**config.mk**
```make
export PLATFORM = sky130hd
export DESIGN_NAME = regfile_write_arbiter
export DESIGN_NICKNAME = d
export VERILOG_FILES = /design/src/rtl/regfile_pkg.sv /design/src/rtl/wr_prio_arb.sv /design/src/rtl/regfile_write_arbiter.sv
export SDC_FILE = /design/constraint.sdc
export NUM_CORES = 1
export LEC_CHECK = 0
export BUFFER_PORTS_ARGS = -buffer_cell sky130_fd_sc_hd__buf_2
export CORE_ASPECT_RATIO = 1.25
export CORE_MARGIN = 3
export CORE_UTILIZATION = 50
export CTS_CLUSTER_SIZE = 20
export DETAILED_ROUTE_END_ITERATION = 8
export PLACE_DENSITY_LB_ADDON = 0.1
export SETUP_SLACK_MARGIN = 0.02
export SYNTH_ARGS = -nofsm -noshare
export SYNTH_HDL_FRONTEND = slang
export SYNTH_SLANG_ARGS = --single-unit
```
**constraint.sdc**
```tcl
create_clock -name clk -period 3.99 [get_ports clk]
set_clock_uncertainty 0.1 [all_clocks]
set_input_delay 0 -clock clk [delete_from_list [all_inputs] [get_ports clk]]
set_output_delay 0 -clock clk [all_outputs]
set_load 0.01 [all_outputs]
```
**src/rtl/regfile_pkg.sv**
```systemverilog
// Shared definitions for the 8x16 register file, its write arbiter and decode.
package regfile_pkg;

   localparam int unsigned WORD_LEN  = 16;
   localparam int unsigned REG_COUNT = 8;
   localparam int unsigned ADDR_W    = 3;

   // r0 is hard-wired to zero; writes to it are dropped
   localparam logic [ADDR_W-1:0] R0_ADDR = 3'd0;

   // Write-port owner state; encoding is fixed (CLEAR=0, RUN=1)
   typedef enum logic {
      ST_CLEAR = 1'b0,
      ST_RUN   = 1'b1
   } state_e;

   // Saturating 4-bit increment used by the starvation counter
   function automatic logic [3:0] sat_inc4(input logic [3:0] v, input logic [3:0] lim);
      return (v >= lim) ? lim : v + 4'd1;
   endfunction

endpackage

```
**src/rtl/wr_prio_arb.sv**
```systemverilog
// Combinational two-way write-port arbiter: core has priority unless debug is starved.
module wr_prio_arb (
   input  logic i_en,
   input  logic i_core_valid,
   input  logic i_dbg_valid,
   input  logic i_starved,
   output logic o_core_grant,
   output logic o_dbg_grant
);

   // Grant at most one requester per cycle; nothing is granted while disabled
   always_comb begin
      o_core_grant = 1'b0;
      o_dbg_grant  = 1'b0;
      if (i_en) begin
         if (i_dbg_valid && (!i_core_valid || i_starved)) begin
            o_dbg_grant = 1'b1;
         end else if (i_core_valid) begin
            o_core_grant = 1'b1;
         end
      end
   end

endmodule

```
**src/rtl/regfile_write_arbiter.sv**
```systemverilog
// Owner of the register file write port: clears all registers after reset,
// then arbitrates core writeback and debug/load writes onto registered rf_* outputs.
module regfile_write_arbiter #(
   parameter int unsigned WORD_LEN       = regfile_pkg::WORD_LEN,
   parameter int unsigned REG_COUNT      = regfile_pkg::REG_COUNT,
   parameter int unsigned ADDR_W         = regfile_pkg::ADDR_W,
   parameter int unsigned STARVE_LIMIT   = 4,
   parameter bit          CLEAR_ON_RESET = 1'b1
) (
   input  logic                clk,
   input  logic                rst,
   input  logic                core_wr_valid,
   output logic                core_wr_ready,
   input  logic [ADDR_W-1:0]   core_wr_addr,
   input  logic [WORD_LEN-1:0] core_wr_data,
   input  logic                dbg_wr_valid,
   output logic                dbg_wr_ready,
   input  logic [ADDR_W-1:0]   dbg_wr_addr,
   input  logic [WORD_LEN-1:0] dbg_wr_data,
   output logic                rf_regWrite,
   output logic [ADDR_W-1:0]   rf_writeRegister,
   output logic [WORD_LEN-1:0] rf_writeData,
   output logic                init_done,
   output logic                r0_drop
);

   import regfile_pkg::*;

   localparam int unsigned CNT_W = 4;
   localparam logic [CNT_W-1:0]  LIMIT    = CNT_W'(STARVE_LIMIT);
   localparam logic [ADDR_W-1:0] LAST_REG = ADDR_W'(REG_COUNT - 1);
   localparam logic [ADDR_W-1:0] ZERO_REG = ADDR_W'(R0_ADDR);

   state_e              r_state;
   logic [ADDR_W-1:0]   r_clr_cnt;
   logic [CNT_W-1:0]    r_starve;
   logic                r_regwrite;
   logic [ADDR_W-1:0]   r_wreg;
   logic [WORD_LEN-1:0] r_wdata;
   logic                r_init_done;
   logic                r_r0_drop;

   logic                w_run;
   logic                w_starved;
   logic                w_core_grant;
   logic                w_dbg_grant;
   logic                w_accept;
   logic [ADDR_W-1:0]   w_sel_addr;
   logic [WORD_LEN-1:0] w_sel_data;

   assign w_run     = (r_state == ST_RUN);
   assign w_starved = (r_starve == LIMIT);

   wr_prio_arb u_arb (
      .i_en         (w_run),
      .i_core_valid (core_wr_valid),
      .i_dbg_valid  (dbg_wr_valid),
      .i_starved    (w_starved),
      .o_core_grant (w_core_grant),
      .o_dbg_grant  (w_dbg_grant)
   );

   // Grants only rise for a valid requester, so a grant is an accept
   assign w_accept   = w_core_grant | w_dbg_grant;
   assign w_sel_addr = w_dbg_grant ? dbg_wr_addr : core_wr_addr;
   assign w_sel_data = w_dbg_grant ? dbg_wr_data : core_wr_data;

   assign core_wr_ready    = w_core_grant;
   assign dbg_wr_ready     = w_dbg_grant;
   assign rf_regWrite      = r_regwrite;
   assign rf_writeRegister = r_wreg;
   assign rf_writeData     = r_wdata;
   assign init_done        = r_init_done;
   assign r0_drop          = r_r0_drop;

   // FSM: clear sequence, then registered write of the accepted request plus starvation tracking
   always_ff @(posedge clk or posedge rst) begin
      if (rst) begin
         r_state     <= CLEAR_ON_RESET ? ST_CLEAR : ST_RUN;
         r_clr_cnt   <= '0;
         r_starve    <= '0;
         r_regwrite  <= 1'b0;
         r_wreg      <= '0;
         r_wdata     <= '0;
         r_init_done <= !CLEAR_ON_RESET;
         r_r0_drop   <= 1'b0;
      end else begin
         case (r_state)
            ST_CLEAR: begin
               r_regwrite <= 1'b1;
               r_wreg     <= r_clr_cnt;
               r_wdata    <= '0;
               r_r0_drop  <= 1'b0;
               if (r_clr_cnt == LAST_REG) begin
                  r_clr_cnt <= '0;
                  r_state   <= ST_RUN;
               end else begin
                  r_clr_cnt <= r_clr_cnt + 1'b1;
               end
            end
            ST_RUN: begin
               // Rises one cycle after the final clear write is presented
               r_init_done <= 1'b1;
               r_regwrite  <= 1'b0;
               r_r0_drop   <= 1'b0;
               if (w_accept) begin
                  if (w_sel_addr == ZERO_REG) begin
                     r_r0_drop <= 1'b1;
                  end else begin
                     r_regwrite <= 1'b1;
                     r_wreg     <= w_sel_addr;
                     r_wdata    <= w_sel_data;
                  end
               end
               if (w_dbg_grant || !dbg_wr_valid) begin
                  r_starve <= '0;
               end else if (w_core_grant) begin
                  r_starve <= sat_inc4(r_starve, LIMIT);
               end
            end
         endcase
      end
   end

endmodule

```
== After elaboration in Yosys (flattened, before gate mapping) ==
Cells that the tools add are included.
Cells by class
  $add $sub $neg: 2
  $mul: 0
  div/mod/pow operators: 0
  $lt $le $gt $ge: 1
  equality and inequality tests: 4
  shift-type cells: 0
  muxes and demuxes: 25
  bitwise logic cells: 2
  reduce and logical (&&, ||, !) cells: 9
Operator list (number)
  2-to-1 mux 16 bit: 3
  one-hot mux 16 bit (2 select lines): 1
  2-to-1 mux 3 bit: 4
  2-to-1 mux 4 bit: 3
  2-to-1 mux 1 bit: 11
  one-hot mux 3 bit (2 select lines): 1
  adder 4 x 1 -> 4 bit (second input constant): 1
  == test 4 x 3 -> 1 bit (second input constant): 1
  greater-or-equal comparator 4 x 3 -> 1 bit (second input constant): 1
  one-hot mux 1 bit (2 select lines): 2
  AND reduction 2 bit: 2
  adder 3 x 1 -> 3 bit (second input constant): 1
  == test 3 bit (second input constant): 1
  logical NOT 3 bit: 1
  logical NOT 1 bit: 2
  logical OR 1 bit: 2
  != test 2 x 1 -> 1 bit (second input constant): 1
  != test 2 bit (second input constant): 1
  nonzero test 2 bit: 1
  logical AND 1 bit: 1
  inverter 1 bit: 1
  bitwise OR 1 bit: 1
Word-level totals
  register bits after elaboration: 30
  latch bits: 0
  bits in writable memories: 0
  memory bits (read-only): 0
  input bits: 42
  output and inout port bits: 24
  memories kept: 0

== Longest topological paths before layout ==
  depth in word-level cells: 10
  mapped depth: 7
  gate-level depth less buffers: 6

== By module ==
Synthesis repeated with hierarchy kept, for this count alone.
Second synthesis, totals
  cell total of the unflattened synthesis: 124
  area total of the unflattened synthesis: 1476.4 um2
Modules (own cells, without submodules)
  regfile_write_arbiter: times used 1, cells each 119, area an instance 1455.1 um2
  wr_prio_arb: times used 1, cells each 5, area an instance 21.3 um2

== Worst setup path after synthesis ==
No wires, ideal clock.
  kind: flip-flop to flip-flop
  from: register r_starve[0]
  to: register r_wreg[2] (netlist: rf_writeRegister[2])
  setup time: 0.126 ns
  arrival time: 1.638 ns
  required time: 3.764 ns
  path slack: 2.126 ns
  stages on the path, launching flop included: 7
  path buffers: 0
  clock period less this slack: 1.864 ns
  cells stage by stage: dfrtp_1 inv_1 ha_1 nand4b_4 nand2_4 mux2_2 a221o_1
On the way
  cells in the longest elaborated chain, start to end: 9
Ends and longest elaborated chain
  start, declared: RTL line regfile_write_arbiter.sv:36  | logic [CNT_W-1:0] r_starve;
  start signal, assigned: RTL line regfile_write_arbiter.sv:118  | r_starve <= sat_inc4(r_starve, LIMIT);
  == test 4 x 3 -> 1 bit (*): RTL line regfile_write_arbiter.sv:52  | assign w_starved = (r_starve == LIMIT);
  logical OR 1 bit (*): RTL line wr_prio_arb.sv:16  | if (i_dbg_valid && (!i_core_valid || i_starved)) begin
  logical AND 1 bit (*): RTL line wr_prio_arb.sv:16
  2-to-1 mux 1 bit: RTL line wr_prio_arb.sv:16
  2-to-1 mux 1 bit: RTL line wr_prio_arb.sv:15  | if (i_en) begin
  2-to-1 mux 3 bit: RTL line regfile_write_arbiter.sv:65  | assign w_sel_addr = w_dbg_grant ? dbg_wr_addr : core_wr_addr;
  2-to-1 mux 3 bit / logical NOT 3 bit (equally long branches): RTL line regfile_write_arbiter.sv:107  | if (w_sel_addr == ZERO_REG) begin
  2-to-1 mux 3 bit / != test 2 bit (equally long branches)
  one-hot mux 3 bit (2 select lines) / AND reduction 2 bit (equally long branches)
  end signal, assigned: RTL line regfile_write_arbiter.sv:91  | r_wreg <= r_clr_cnt;
  end signal, assigned: RTL line regfile_write_arbiter.sv:111  | r_wreg <= w_sel_addr;
  end, declared: RTL line regfile_write_arbiter.sv:38  | logic [ADDR_W-1:0] r_wreg;
Every way passes the cells marked *; elsewhere a longest branch is shown, timed or not. The select of a mux whose other input is x is not followed.
A chain may end at the register's enable or synchronous reset.

== Worst setup path after layout ==
Same ends and word-level chain as after synthesis.

==> flow_summary.ini <==
[outcome]
status = finished, final reports clean

[synth]
syn_avg_cell_area_um2 = 11.06
synth_warnings = 0
synth_edf_count = 0
netlist-cell-type-count = 32
ys_seq_elements = 30
ys.flop_type = dfrtp_1
synth_seq_area_share_pct = 46.19
async_reset_ff_share_pct = 100.0
syn_nets = 193
netlist_area_um2 = 1625
synth_cells = 147

[placed_design]
place.gp.congestion = 0.7374
dp_slack_ns = 1.876
portBuffers = 65
post-dp-hpwl_um = 2652
placed_area_um2 = 1967

[final_layout]
regArea_um2 = 750.7
multi_input_area_um2 = 812.0
fillers = 217
diodes = 0
fin_area_um2 = 2417
layout-drive-gt1-share_pct = 32.68
nets = 299
syn_to_final_growth_pct = 48.73

[setup_path]
cp_max_fo = 19
crit_slowest_cell = dlygate4sd3_1
arrival_ns = 2.82
slowest_delay_ns = 0.56
critPathKind = register to register
cp_cell_sequence = inv_1 > ha_1 > nand4b_4 > nand2_4 > mux2_2 > a221o_1 > dlygate4sd3_1
end_kind = register
cp.depth = 7
crit_family = buffers and inverters
ff2ff_path_depth = 7
startpoint_type = register
required_ns = 4.11
cp.buffers_inverters = 2

[grt]
grt.total_usage_pct = 23.48
grt_start_max_net_pins = 40
antenna_found_initial = 0
grt_pass1_wl_um = 7403
overflow = 0
grt_pass1_vias = 1660

[clocking]
clockBufferDepth = 2
cts_num_sinks = 30
cts_root_buf = clkbuf_4
cts_tree = built
clock_latency_ns = 0.33
cts_made_buffers = 5
path_clk_slew_ns = 0.09
h-tree-depth = 2
postCtsSetupBuffers = 0

[timing]
finalCritPeriodShare_pct = 67.67
hold_violations = 0
setup_viol = 0
holdWs_ns = 0.02177
fin_ws_ns = 1.290
fmax_mhz = 370.4
finalCriticalPeriod_ns = 2.700
worst-slew-pin-transition_ns = 1.129
relSlewSlack_pct = 24.65
setup_tns_ns = 0
maxSlewViolCount = 0
rsz0062_at_grt = no

[power]
ir_worst_vdd_uv = 255.9
p_per_area_nw_per_um2 = 302.8
p_leak_uw = 0.001270
power_uw = 731.9

[die]
die_w_um = 57.00
die_h_um = 69.75
placement_rows = 22
start_util_pct = 53.68
dieArea_um2 = 3975
io_pins = 66
core_region_area_um2 = 3028

[drt]
drt-pass1-iter-count = 4
num_vias = 1570
routedWlPerCell_um = 15.09
wirelength_um = 4375
drc_errors = 0
drtIter0Drc = 83
antenna_left = 0
routed_via_density = 5.414

[worst_hold_path]
hold_depth = 4
hold_class = input pin to register

[job]
cap_violations = 0
==> registers in the layout, indices dropped and copies added (netlist names) <==
name and flops:
rf_writeData 16, r_starve 4, r_clr_cnt 3, rf_writeRegister 3
init_done 1, r0_drop 1, r_state 1, rf_regWrite 1
==> path summary, 6_finish.rpt <==
kind,from,endpoint,slack [ns]
worst max-delay path,r_starve[0]$_DFFE_PP0P_,rf_writeRegister[2]$_DFFE_PP0P_,1.29
worst min-delay path,dbg_wr_valid,r0_drop$_DFF_PP0_,0.02
worst max register to register,r_starve[0]$_DFFE_PP0P_,rf_writeRegister[2]$_DFFE_PP0P_,1.29
worst min register to register,init_done$_DFFE_PP0P_,init_done$_DFFE_PP0P_,0.37
max in group asynchronous,rst,rf_writeRegister[1]$_DFFE_PP0P_,2.70
min in group asynchronous,rst,r_clr_cnt[2]$_DFFE_PP0N_,0.40
==> tightest hold or removal path: stages <==
cell and delay (ns):
buf_2 0.15, nor2_1 0.09, nor2_1 0.06, o211a_1 0.12
==> layer usage <==
| layer | wire length, um | up-vias | track usage [%] |
|---|---|---|---|
| li1 | - | 733 | - |
| met1 | 1712 | 762 | 27.91 |
| met2 | 2321 | 69 | 40.15 |
| met3 | 276 | 6 | 7.263 |
| met4 | 65 | 0 | 6.701 |
| met5 | 0 | - | 0 |
==> placed cells by master, fill, tap and decap left out, types with 4 or more instances in the layout <==
master / instances
buf_2: 65
clkbuf_4: 5
dfrtp_1: 30
dlygate4sd3_1: 39
ha_1: 4
inv_1: 5
mux2i_1: 35
nand2_1: 21
nand3_1: 4
nor2_1: 7
==> report_power, final <==
| part | switching (uW) | internal [uW] | leakage (uW) | total (uW) |
|---|---|---|---|---|
| Combinational | 88.7 | 102 | 0.000874 | 191 |
| Sequential | 16.9 | 333 | 0.000361 | 350 |
| Clock | 106 | 85.3 | 0.0000353 | 192 |
| Total | 212 | 520 | 0.00127 | 732 |
==> what timing repair did <==
action                                  CTS  global route
hold buffers                             39             0
endpoints found under the hold margin    50             0
endpoints found under the setup margin    0             0
gates resized for setup                   0             0
==> synthesized netlist by cell type, types with 2 or more instances <==
library cell | instances | share of area [%]
mux2i_1 | 35 | 22
dfrtp_1 | 30 | 46
nand2_1 | 21 | 4.9
nor2_1 | 7 | 1.6
inv_1 | 5 | 1.2
ha_1 | 4 | 3.1
nand3_1 | 4 | 1.2
a31oi_1 | 3 | 1.2
mux2_2 | 3 | 2.1
nor2b_1 | 3 | 1.2
nor3_1 | 3 | 0.92
o211ai_1 | 3 | 1.4
o21ai_0 | 3 | 0.92
a21oi_1 | 2 | 0.62
buf_2 | 2 | 0.62
buf_4 | 2 | 0.92
or2_2 | 2 | 0.77
==> cell type report <==
cell class	count	share of cell area [%]
Clock buffer	7	2.277
Clock inverter	1	0.2070
Inverter	5	0.7764
Multi-Input combinational cell	105	33.59
Sequential cell	30	31.06
Tap cell	36	1.863
Timing Repair Buffer	106	30.23
==> cell families (layout without fill, tap and decap cells) <==
family,Yosys count,count (layout),synth area share (%)
muxes,38,38,23.63
adders and majority gates,4,4,3.079
AOI/OAI and AO/OA,18,18,9.315
and+or+nand+nor,45,45,13.93
DFF,30,30,46.19
buffers and inverters,12,119,3.848
==> stage by stage <==
step | util (%) | std cells
2_1_floorplan | - | 147
3_3_place_gp | 64.96 | 243
3_5_place_dp | 64.96 | 243
4_1_cts | 79.83 | 290
5_1_grt | 79.83 | 290
6_report | 79.83 | 290
(Power assumes the default switching activity.)
